===== src/rtl/wb_ram_bist_master.sv =====
// Wishbone initiator that writes an address-derived pattern into one of five
// RAMs, reads it back under that RAM's width mask and reports the result.
module wb_ram_bist_master #(
    parameter int unsigned ADDRWIDTH = 11,
    parameter int unsigned DATAWIDTH = 32,
    parameter int unsigned TIMEOUT   = 15
) (
    input  logic                 WBs_CLK_i,
    input  logic                 WBs_RST_n_i,
    input  logic                 start_i,
    input  logic [2:0]           ram_sel_i,
    input  logic [11:0]          depth_i,
    input  logic [31:0]          seed_i,
    output logic [ADDRWIDTH-1:0] WBs_ADR_o,
    output logic                 WBs_RAM0_CYC_o,
    output logic                 WBs_RAM1_CYC_o,
    output logic                 WBs_RAM2_CYC_o,
    output logic                 WBs_RAM3_CYC_o,
    output logic                 WBs_RAM4_CYC_o,
    output logic [3:0]           WBs_BYTE_STB_o,
    output logic                 WBs_WE_o,
    output logic                 WBs_STB_o,
    output logic [DATAWIDTH-1:0] WBs_DAT_o,
    input  logic [DATAWIDTH-1:0] WBs_RAM0_DAT_i,
    input  logic [DATAWIDTH-1:0] WBs_RAM1_DAT_i,
    input  logic [DATAWIDTH-1:0] WBs_RAM2_DAT_i,
    input  logic [DATAWIDTH-1:0] WBs_RAM3_DAT_i,
    input  logic [DATAWIDTH-1:0] WBs_RAM4_DAT_i,
    input  logic                 WBs_ACK_i,
    output logic                 busy_o,
    output logic                 done_o,
    output logic                 pass_o,
    output logic [11:0]          err_cnt_o,
    output logic [ADDRWIDTH-1:0] first_err_adr_o,
    output logic [DATAWIDTH-1:0] first_err_dat_o,
    output logic                 timeout_o
);

    localparam int unsigned CW   = 12;
    localparam int unsigned SW   = 3;
    localparam int unsigned NRAM = 5;
    localparam int unsigned WW   = 4;

    typedef enum logic [1:0] {IDLE, WR, RD, FIN} state_t;

    function automatic logic [CW-1:0] ram_size(input logic [SW-1:0] s);
        case (s)
            3'd0:    return 12'd512;
            3'd1:    return 12'd1024;
            3'd2:    return 12'd1024;
            3'd3:    return 12'd512;
            3'd4:    return 12'd2048;
            default: return 12'd0;
        endcase
    endfunction

    function automatic logic [DATAWIDTH-1:0] ram_mask(input logic [SW-1:0] s);
        case (s)
            3'd0, 3'd1: return DATAWIDTH'(32'h0000_FFFF);
            3'd2, 3'd4: return DATAWIDTH'(32'h0000_00FF);
            default:    return DATAWIDTH'(32'hFFFF_FFFF);
        endcase
    endfunction

    state_t                 state_q, state_d;
    logic [ADDRWIDTH-1:0]   adr_q, adr_d;
    logic [NRAM-1:0]        cyc_q, cyc_d;
    logic                   stb_q, stb_d, we_q, we_d;
    logic [3:0]             bstb_q, bstb_d;
    logic [DATAWIDTH-1:0]   dat_q, dat_d;
    logic [SW-1:0]          sel_q, sel_d;
    logic [31:0]            seed_q, seed_d;
    logic [CW-1:0]          last_q, last_d;
    logic [WW-1:0]          wait_q, wait_d;
    logic                   busy_q, busy_d, done_q, done_d, pass_q, pass_d, tmo_q, tmo_d;
    logic [CW-1:0]          err_q, err_d;
    logic [ADDRWIDTH-1:0]   fadr_q, fadr_d;
    logic [DATAWIDTH-1:0]   fdat_q, fdat_d;

    logic [DATAWIDTH-1:0]   rd_data_c, mask_c, rd_masked_c, exp_masked_c;
    logic [CW-1:0]          size_c, eff_c;
    logic                   last_hit_c;

    // Read-data select and compare against the expected pattern
    always_comb begin
        case (sel_q)
            3'd0:    rd_data_c = WBs_RAM0_DAT_i;
            3'd1:    rd_data_c = WBs_RAM1_DAT_i;
            3'd2:    rd_data_c = WBs_RAM2_DAT_i;
            3'd3:    rd_data_c = WBs_RAM3_DAT_i;
            3'd4:    rd_data_c = WBs_RAM4_DAT_i;
            default: rd_data_c = '0;
        endcase
        mask_c       = ram_mask(sel_q);
        rd_masked_c  = rd_data_c & mask_c;
        exp_masked_c = (DATAWIDTH'(seed_q) + DATAWIDTH'(adr_q)) & mask_c;
        last_hit_c   = (CW'(adr_q) == last_q);
        size_c       = ram_size(ram_sel_i);
        eff_c        = (depth_i < size_c) ? depth_i : size_c;
    end

    always_comb begin
        state_d = state_q;
        adr_d   = adr_q;
        cyc_d   = cyc_q;
        stb_d   = stb_q;
        we_d    = we_q;
        bstb_d  = bstb_q;
        dat_d   = dat_q;
        sel_d   = sel_q;
        seed_d  = seed_q;
        last_d  = last_q;
        wait_d  = wait_q;
        done_d  = 1'b0;
        pass_d  = pass_q;
        tmo_d   = tmo_q;
        err_d   = err_q;
        fadr_d  = fadr_q;
        fdat_d  = fdat_q;

        case (state_q)
            IDLE: begin
                wait_d = '0;
                if (start_i) begin
                    sel_d  = ram_sel_i;
                    seed_d = seed_i;
                    err_d  = '0;
                    tmo_d  = 1'b0;
                    fadr_d = '0;
                    fdat_d = '0;
                    pass_d = 1'b0;
                    last_d = eff_c - CW'(1);
                    if (ram_sel_i > 3'd4) begin
                        tmo_d   = 1'b1;
                        state_d = FIN;
                    end else if (eff_c == '0) begin
                        state_d = FIN;
                    end else begin
                        state_d = WR;
                        adr_d   = '0;
                        cyc_d   = NRAM'(1) << ram_sel_i;
                        stb_d   = 1'b1;
                        we_d    = 1'b1;
                        bstb_d  = 4'hF;
                        dat_d   = DATAWIDTH'(seed_i);
                    end
                end
            end
            WR, RD: begin
                if (WBs_ACK_i) begin
                    wait_d = '0;
                    if (state_q == RD && rd_masked_c != exp_masked_c) begin
                        err_d = err_q + CW'(1);
                        if (err_q == '0) begin
                            fadr_d = adr_q;
                            fdat_d = rd_masked_c;
                        end
                    end
                    if (last_hit_c) begin
                        adr_d = '0;
                        dat_d = '0;
                        we_d  = 1'b0;
                        if (state_q == WR) begin
                            state_d = RD;
                        end else begin
                            state_d = FIN;
                            cyc_d   = '0;
                            stb_d   = 1'b0;
                            bstb_d  = '0;
                        end
                    end else begin
                        adr_d = adr_q + ADDRWIDTH'(1);
                        dat_d = (state_q == WR) ?
                                DATAWIDTH'(seed_q) + DATAWIDTH'(adr_q + ADDRWIDTH'(1)) : '0;
                    end
                end else if (wait_q == WW'(TIMEOUT - 1)) begin
                    // Responder never answered: abandon the bus
                    tmo_d   = 1'b1;
                    state_d = FIN;
                    wait_d  = '0;
                    adr_d   = '0;
                    dat_d   = '0;
                    cyc_d   = '0;
                    stb_d   = 1'b0;
                    we_d    = 1'b0;
                    bstb_d  = '0;
                end else begin
                    wait_d = wait_q + WW'(1);
                end
            end
            FIN: begin
                done_d  = 1'b1;
                pass_d  = (err_q == '0) && !tmo_q;
                wait_d  = '0;
                state_d = IDLE;
            end
            default: state_d = IDLE;
        endcase

        busy_d = (state_d != IDLE);
    end

    always_ff @(posedge WBs_CLK_i or negedge WBs_RST_n_i) begin
        if (!WBs_RST_n_i) begin
            state_q <= IDLE;
            adr_q   <= '0;
            cyc_q   <= '0;
            stb_q   <= 1'b0;
            we_q    <= 1'b0;
            bstb_q  <= '0;
            dat_q   <= '0;
            sel_q   <= '0;
            seed_q  <= '0;
            last_q  <= '0;
            wait_q  <= '0;
            busy_q  <= 1'b0;
            done_q  <= 1'b0;
            pass_q  <= 1'b0;
            tmo_q   <= 1'b0;
            err_q   <= '0;
            fadr_q  <= '0;
            fdat_q  <= '0;
        end else begin
            state_q <= state_d;
            adr_q   <= adr_d;
            cyc_q   <= cyc_d;
            stb_q   <= stb_d;
            we_q    <= we_d;
            bstb_q  <= bstb_d;
            dat_q   <= dat_d;
            sel_q   <= sel_d;
            seed_q  <= seed_d;
            last_q  <= last_d;
            wait_q  <= wait_d;
            busy_q  <= busy_d;
            done_q  <= done_d;
            pass_q  <= pass_d;
            tmo_q   <= tmo_d;
            err_q   <= err_d;
            fadr_q  <= fadr_d;
            fdat_q  <= fdat_d;
        end
    end

    assign WBs_ADR_o       = adr_q;
    assign WBs_RAM0_CYC_o  = cyc_q[0];
    assign WBs_RAM1_CYC_o  = cyc_q[1];
    assign WBs_RAM2_CYC_o  = cyc_q[2];
    assign WBs_RAM3_CYC_o  = cyc_q[3];
    assign WBs_RAM4_CYC_o  = cyc_q[4];
    assign WBs_BYTE_STB_o  = bstb_q;
    assign WBs_WE_o        = we_q;
    assign WBs_STB_o       = stb_q;
    assign WBs_DAT_o       = dat_q;
    assign busy_o          = busy_q;
    assign done_o          = done_q;
    assign pass_o          = pass_q;
    assign err_cnt_o       = err_q;
    assign first_err_adr_o = fadr_q;
    assign first_err_dat_o = fdat_q;
    assign timeout_o       = tmo_q;

endmodule


===== config.mk =====
export PLATFORM = sky130hd
export DESIGN_NAME = wb_ram_bist_master
export DESIGN_NICKNAME = d
export VERILOG_FILES = /design/src/rtl/wb_ram_bist_master.sv
export SDC_FILE = /design/constraint.sdc
export NUM_CORES = 1
export LEC_CHECK = 0
export ABC_AREA = 1
export BUFFER_PORTS_ARGS = -buffer_cell sky130_fd_sc_hd__buf_2
export CAP_MARGIN = 5
export CORE_UTILIZATION = 26
export DETAILED_ROUTE_END_ITERATION = 7
export PLACE_DENSITY_LB_ADDON = 0.15
export SLEW_MARGIN = 15
export SYNTH_ARGS = -nofsm -noshare
export SYNTH_HDL_FRONTEND = slang
export SYNTH_SLANG_ARGS = --single-unit

===== constraint.sdc =====
create_clock -name WBs_CLK_i -period 2.5 [get_ports WBs_CLK_i]
set_input_delay 0.125 -clock WBs_CLK_i [delete_from_list [all_inputs] [get_ports WBs_CLK_i]]
set_output_delay 0.125 -clock WBs_CLK_i [all_outputs]
set_load 0.05 [all_outputs]

==> impl_metrics.py, run 1 <==
metrics = {
    "global_routing": {
        "grt_start_max_net_pins": 69,
        "antenna_found_initial": 0,
        "grt_util_all_layers": 0.2125,
        "grt_pass1_vias": 13320,
        "grt_pass1_wl_um": 76220,
        "grt_overflow": 0,
    },
    "clock_tree": {
        "root_buffer": "clkbuf_16",
        "cts_tree": "done",
        "cts_max_level": 4,
        "path_clk_slew_ns": 0.07,
        "cts.path.max_buffers": 2,
        "cts_sinks": 162,
        "clkLatencyLatePin_ns": 0.46,
        "numCtsBuffers": 17,
    },
    "sta": {
        "layout_setup_ws_ns": -0.3548,
        "hold_viol": 0,
        "worst_pin_slew_ns": 0.7096,
        "fmax_mhz": 350.3,
        "rsz0062_at_grt": "yes",
        "min_period_over_period": 1.142,
        "layout_min_cycle_time_ns": 2.855,
        "setup_viol": 57,
        "final_max_slew_viol_count": 0,
        "skew_ns": 0.01401,
        "tns_ns": -17.97,
        "slew_headroom": 0.5269,
    },
    "final_layout": {
        "utilization": 0.3985,
        "num_antenna_cells": 0,
        "nets": 2596,
        "layout_common_cells": "nand2_1 (600), buf_4 (266), buf_2 (258)",
        "syn_to_final_growth_pct": 49.87,
        "final_common_cell": "nand2_1",
        "layout-drive-gt1-share": 0.3401,
    },
    "power_and_ir_drop": {
        "internal_power_mw": 10.14,
        "ir_drop_v": 0.0007036,
        "p_per_area_nw_per_um2": 1179,
        "clkPwrFrac": 0.133,
        "cellLeakagePower_nw": 9.480,
        "switching_share": 0.5151,
        "p_switching_mw": 10.78,
        "sequentialPowerShare": 0.201,
        "comb_power_share": 0.666,
    },
    "logic_synthesis": {
        "synthTopCellsByArea": "dfrtp_1 (34%), nand2_1 (21%), inv_1 (6.2%)",
        "ys_seq_elements": 162,
        "syn_inst": 1828,
        "syn_nets": 2066,
        "synth_cell_type_count": 49,
        "synth_top_area_share": 0.3425,
        "synth_edf_count": 0,
        "yosys_warnings": 0,
        "netlist_area_um2": 11840,
        "seq_area_frac_synth": 0.3425,
        "async_flop_share": 1.000,
        "syn_avg_cell_area_um2": 6.474,
        "synth_ff_type": "dfrtp_1",
        "synth_top_area_cell": "dfrtp_1",
    },
    "route": {
        "drc": 0,
        "drtIter0Drc": 834,
        "route.vias.total": 13910,
        "avgViaCountPerCell": 4.698,
        "ant_nets": 0,
        "routedWlPerCell_um": 16.91,
        "drt-pass1-iter-count": 5,
        "drt-total-wl_um": 50100,
    },
    "floorplanning": {
        "num_rows": 77,
        "die_area_um2": 46380,
        "dieHeight_um": 215.4,
        "start_util": 0.2659,
        "fp.dieW_um": 215.4,
        "coreArea_um2": 44510,
        "ioPinCount": 324,
    },
    "worst_setup_path": {
        "crit_buf_inv": 3,
        "start_kind": "register",
        "reg2reg_slack_ns": -0.35,
        "critical_path_arrival_ns": 3.25,
        "critical_path_class": "register to register",
        "max_stage_delay_ns": 0.43,
        "path_cells": "ha_4 -> nand2_1 -> inv_1 -> nand2_1 -> inv_2 -> nand2_1 -> nand2_1 -> nand2_1 -> nand2_2 -> nand2_1 -> nand2_1 -> nand3_1 -> nand2_1 -> nand2_1 -> nor2_2 -> nand2_1 -> nor2_2 -> nand3_4 -> buf_12 -> nand3_4 -> nand2_1 -> nand2_1",
        "worstPathRequired_ns": 2.89,
        "crit_path_end_kind": "register",
        "crit_top_cell": "nand2_1",
        "path_max_fanout": 41,
        "cp_top_family": "simple AND/OR/NAND/NOR gates",
        "slowest_stage": "dfrtp_1",
    },
    "place": {
        "place_congestion": 0.8919,
        "io_buffers": 259,
        "dp_slack_ns": -0.6295,
        "post-dp-hpwl_um": 39420,
    },
    "outcome": {
        "violations": "negative setup slack",
        "status": "finished with violations",
    },
    "run": {
        "drv_cap": 0,
    },
    "hold_path": {
        "hold_class": "input port to register",
    },
}
## Yosys cell counts (all sizes together) (10+ instances only)
master,instances
a21oi,47
buf,47
clkbuf,37
dfrtp,162
ha,25
inv,209
nand2,665
nand3,128
nand4,105
nor2,163
nor3,46
o21ai,97
o22ai,14
xnor2,10
xor2,25
## final timing paths
kind	cells after the start	to	from
hold / removal	3	state_q[0]	start_i
setup reg to reg	22	err_cnt_o[0]	seed_q[6]
hold reg to reg	2	first_err_adr_o[6]	first_err_adr_o[6]
max in group asynchronous	3	seed_q[30]	WBs_RST_n_i
setup / recovery	22	err_cnt_o[0]	seed_q[6]
min in group asynchronous	2	WBs_BYTE_STB_o[2]	WBs_RST_n_i
## layout make-up
class                   count  area, um2
fillers                  4807      26770
multi-input cells        1373       7340
clock inverters            12      157.7
clock buffers              19      442.9
flip-flops and latches    162       4071
repair buffers            594       4172
inverters                 210      813.3
well taps                 592      740.7
## cells by family (layout without fill, tap and decap cells)
logic type,Yosys count,after routing,synth area share
simple gates,1127,1128,0.4106
compound gates,183,183,0.08542
flops,162,162,0.3425
fa+ha+maj,27,27,0.02981
buf+inv,294,835,0.1057
xor+xnor,35,35,0.02590
## layer usage
| metal | global-route usage | vias up | wire [um] |
|---|---|---|---|
| met2 | 0.3276 | 335 | 22190 |
| met4 | 0.05934 | 0 | 911 |
| li1 | - | 6967 | - |
| met5 | 0 | - | 0 |
| met3 | 0.03439 | 43 | 2202 |
| met1 | 0.3041 | 6569 | 24800 |
## registers in the layout, summed over array words and instances (netlist names), 3 cells and up
name	flops
err_cnt_o	12
last_q	12
seed_q	32
wait_q	4
first_err_dat_o	32
WBs_DAT_o	32
WBs_ADR_o	11
sel_q	3
cyc_q	5
first_err_adr_o	11
## stage by stage
stage,cell area [um2],total power [mW],hold WS (ns),std cells
2_1_floorplan,11910,11.66,-0.1706,1828
3_3_place_gp,15660,16.68,0.1000,2867
3_5_place_dp,15660,16.71,0.09873,2867
4_1_cts,17000,20.24,0.001156,2939
5_1_grt,17740,22.43,0.03388,2962
6_report,17740,20.92,0.02919,2962
## power by group through the flow
stage	Combinational, mW	Clock, mW	Sequential, mW
global placement	12.5	0	4.19
floorplan	6.02	0	5.64
global route	15.2	2.96	4.32
detailed placement	12.5	0	4.21
CTS	13.2	2.86	4.18
finish	13.9	2.78	4.20
## worst min-delay path: cells and delay by family
kind            cells  cell delay [ns]
buf+inv             1             0.12
compound gates      1             0.12
simple gates        1             0.09
## repair_timing
item,CTS,global route
endpoints found under the hold margin,78,0
hold buffers,35,0
endpoints found under the setup margin,76,97
cloned,2,2
resized for setup,84,147
buffers inserted,4,22
pin swaps,5,34
No activity file was read; power rests on OpenSTA's default activity.
==> run 2, diff against run 1 <==
- CORE_UTILIZATION: 26 -> 30
- clock period: 2.5 -> 3.7 ns (I/O delays scaled with it)
==> run 2 against run 1 <==
Effect of this change: the run now ends clean; die area is 13% lower; register-to-register slack better by 0.70 ns; sequential cell count stayed put; clock skew hardly changed; total power is 44% lower; global-route usage is 1.4 points higher; worst setup slack better by 0.70 ns; largest cell class unchanged; highest routed layer unchanged.
==> impl_metrics.py, run 2 (same netlist as run 1, synthesis figures left out) <==
metrics = {
    "outcome": {
        "status": "complete, no violations",
    },
    "floorplanning": {
        "coreArea_um2": 38740,
        "die_area_um2": 40250,
        "dieHeight_um": 200.6,
        "start_util": 0.3055,
        "ioPinCount": 324,
        "num_rows": 72,
        "fp.dieW_um": 200.6,
    },
    "route": {
        "routed.top_layer": "met4",
        "wl_met2_um": 19380,
        "drt-pass1-iter-count": 5,
        "ant_nets": 0,
        "routedWlPerCell_um": 17.33,
        "wl_met1_um": 22590,
        "route.vias.total": 12770,
        "avgViaCountPerCell": 4.891,
        "route.met3.wl_um": 2522,
        "drc": 0,
        "drtIter0Drc": 954,
        "drt-total-wl_um": 45240,
    },
    "worst_setup_path": {
        "worstPathRequired_ns": 4.09,
        "rr_worst_depth": 20,
        "critical_path_arrival_ns": 3.75,
        "path_max_fanout": 30,
        "critPathLaunch": "WBs_ADR_o[9]",
        "crit_path_end_kind": "register",
        "r2r_start": "WBs_ADR_o[9]",
        "critical_path_class": "register to register",
        "reg2reg_slack_ns": 0.34,
        "endpoint": "err_cnt_o[0]",
        "start_kind": "register",
        "r2r_end": "err_cnt_o[0]",
    },
    "final_layout": {
        "layout_common_cells": "nand2_1 (659), buf_2 (258), inv_1 (194)",
        "num_antenna_cells": 0,
        "final_common_cell": "nand2_1",
        "seq_area_um2": 4054,
        "layout-drive-gt1-share": 0.1788,
        "syn_to_final_growth_pct": 22.18,
        "utilization": 0.3733,
        "nets": 2317,
        "fin_area_um2": 14460,
        "fillers": 4274,
        "stdcell_count": 2610,
        "multiInputGateArea_um2": 6548,
    },
    "clock_tree": {
        "clkLatencyLatePin_ns": 0.46,
        "cts.path.max_buffers": 2,
        "postCtsSetupBuffers": 0,
        "path_clk_slew_ns": 0.07,
        "numCtsBuffers": 17,
        "root_buffer": "clkbuf_16",
        "cts_max_level": 4,
        "cts_sinks": 162,
        "cts_tree": "done",
    },
    "sta": {
        "layout_setup_ws_ns": 0.3441,
        "setup_viol": 0,
        "layout_min_cycle_time_ns": 3.356,
        "hold_viol": 0,
        "skew_ns": 0.01435,
        "slew_headroom": 0.4518,
        "min_period_over_period": 0.9070,
        "fmax_mhz": 298.0,
        "final_max_slew_viol_count": 0,
        "tns_ns": 0,
        "rsz0062_at_grt": "no",
        "worst_pin_slew_ns": 0.8222,
    },
    "power_and_ir_drop": {
        "ir_drop_v": 0.0003542,
        "cellLeakagePower_nw": 7.949,
        "p_per_area_nw_per_um2": 813.4,
    },
    "global_routing": {
        "grt_pass1_vias": 12180,
        "antenna_found_initial": 0,
        "grt_overflow": 0,
        "grt_util_all_layers": 0.2263,
        "grt_pass1_wl_um": 70580,
        "grt_start_max_net_pins": 82,
    },
    "place": {
        "dp_slack_ns": 0.3181,
        "place_congestion": 0.8907,
        "dpl.cell_count": 2559,
        "io_buffers": 259,
        "post-dp-hpwl_um": 34800,
        "place_area_um2": 13690,
    },
    "run": {
        "drv_cap": 0,
    },
    "hold_path": {
        "hold_class": "input port to register",
    },
}
==> run 2: cell count changes in the layout (fill, tap and decap cells not counted), sizes merged <==
| cell | before | now |
|---|---|---|
| inv | 208 | 212 |
| clkinv | 6 | 4 |
| nand3 | 129 | 128 |
| dlygate4sd3 | 35 | 19 |
| buf | 558 | 297 |
| bufinv | 3 | 1 |
==> run 2: worst min-delay path by stage <==
stage / to / startpoint / cells after the start
finish: seed_q[30] / seed_i[30] / 3
global route: seed_q[1] / seed_i[1] / 3
CTS: seed_q[30] / seed_i[30] / 3
detailed placement: busy_o / WBs_RST_n_i / 1
global placement: busy_o / WBs_RST_n_i / 1
floorplan: WBs_ADR_o[0] / WBs_RST_n_i / 0
==> run 2: worst max-delay path, stage by stage, from the launching register on <==
cell and delay (ns):
dfrtp_1 0.49, ha_1 0.48, nand2_1 0.15, nor2_1 0.15, inv_1 0.09, nor2_1 0.12
nand2_1 0.10, nand3_2 0.14, nand2_1 0.07, nand2_1 0.10, nand3_1 0.09, nand2_1 0.07
nand2_1 0.05, nor2_1 0.16, nand2_1 0.07, nor2_1 0.13, nand3_2 0.23, buf_12 0.25
nand3_2 0.21, nand2_1 0.09, nand2_1 0.06
==> run 2: per-layer routing <==
metal / vias to the layer above / global-route usage
li1: 6416 / -
met1: 5875 / 0.3366
met2: 433 / 0.3403
met3: 42 / 0.02938
met4: 0 / 0.06298
met5: - / 0
==> run 2: cell type report <==
cell class / count / share of cell area
Multi-Input combinational cell: 1372 / 0.4528
Timing Repair Buffer: 316 / 0.1273
Inverter: 210 / 0.05469
Tap cell: 518 / 0.04482
Clock inverter: 12 / 0.008480
Clock buffer: 20 / 0.03158
Sequential cell: 162 / 0.2804
==> run 2: power breakdown <==
group | total, mW | leakage (nW) | internal (mW) | switching (mW)
clock | 1.81 | 0.268 | 0.974 | 0.831
combinational | 7.05 | 5.56 | 1.87 | 5.17
sequential | 2.91 | 2.13 | 2.35 | 0.559
==> run 2: what timing repair did <==
action / CTS / global route
setup endpoints to repair: 0 / 0
gates resized for setup: 0 / 0
hold buffers: 19 / 0
endpoints found under the hold margin: 97 / 0
==> run 2: metrics by stage <==
step                total power [mW]  hold WS [ns]
floorplan                      7.842       -0.1106
global placement               9.915        0.3284
detailed placement             9.941        0.3075
CTS                            11.82     0.0002948
global route                   12.70       0.02362
finish                         11.76       0.01769
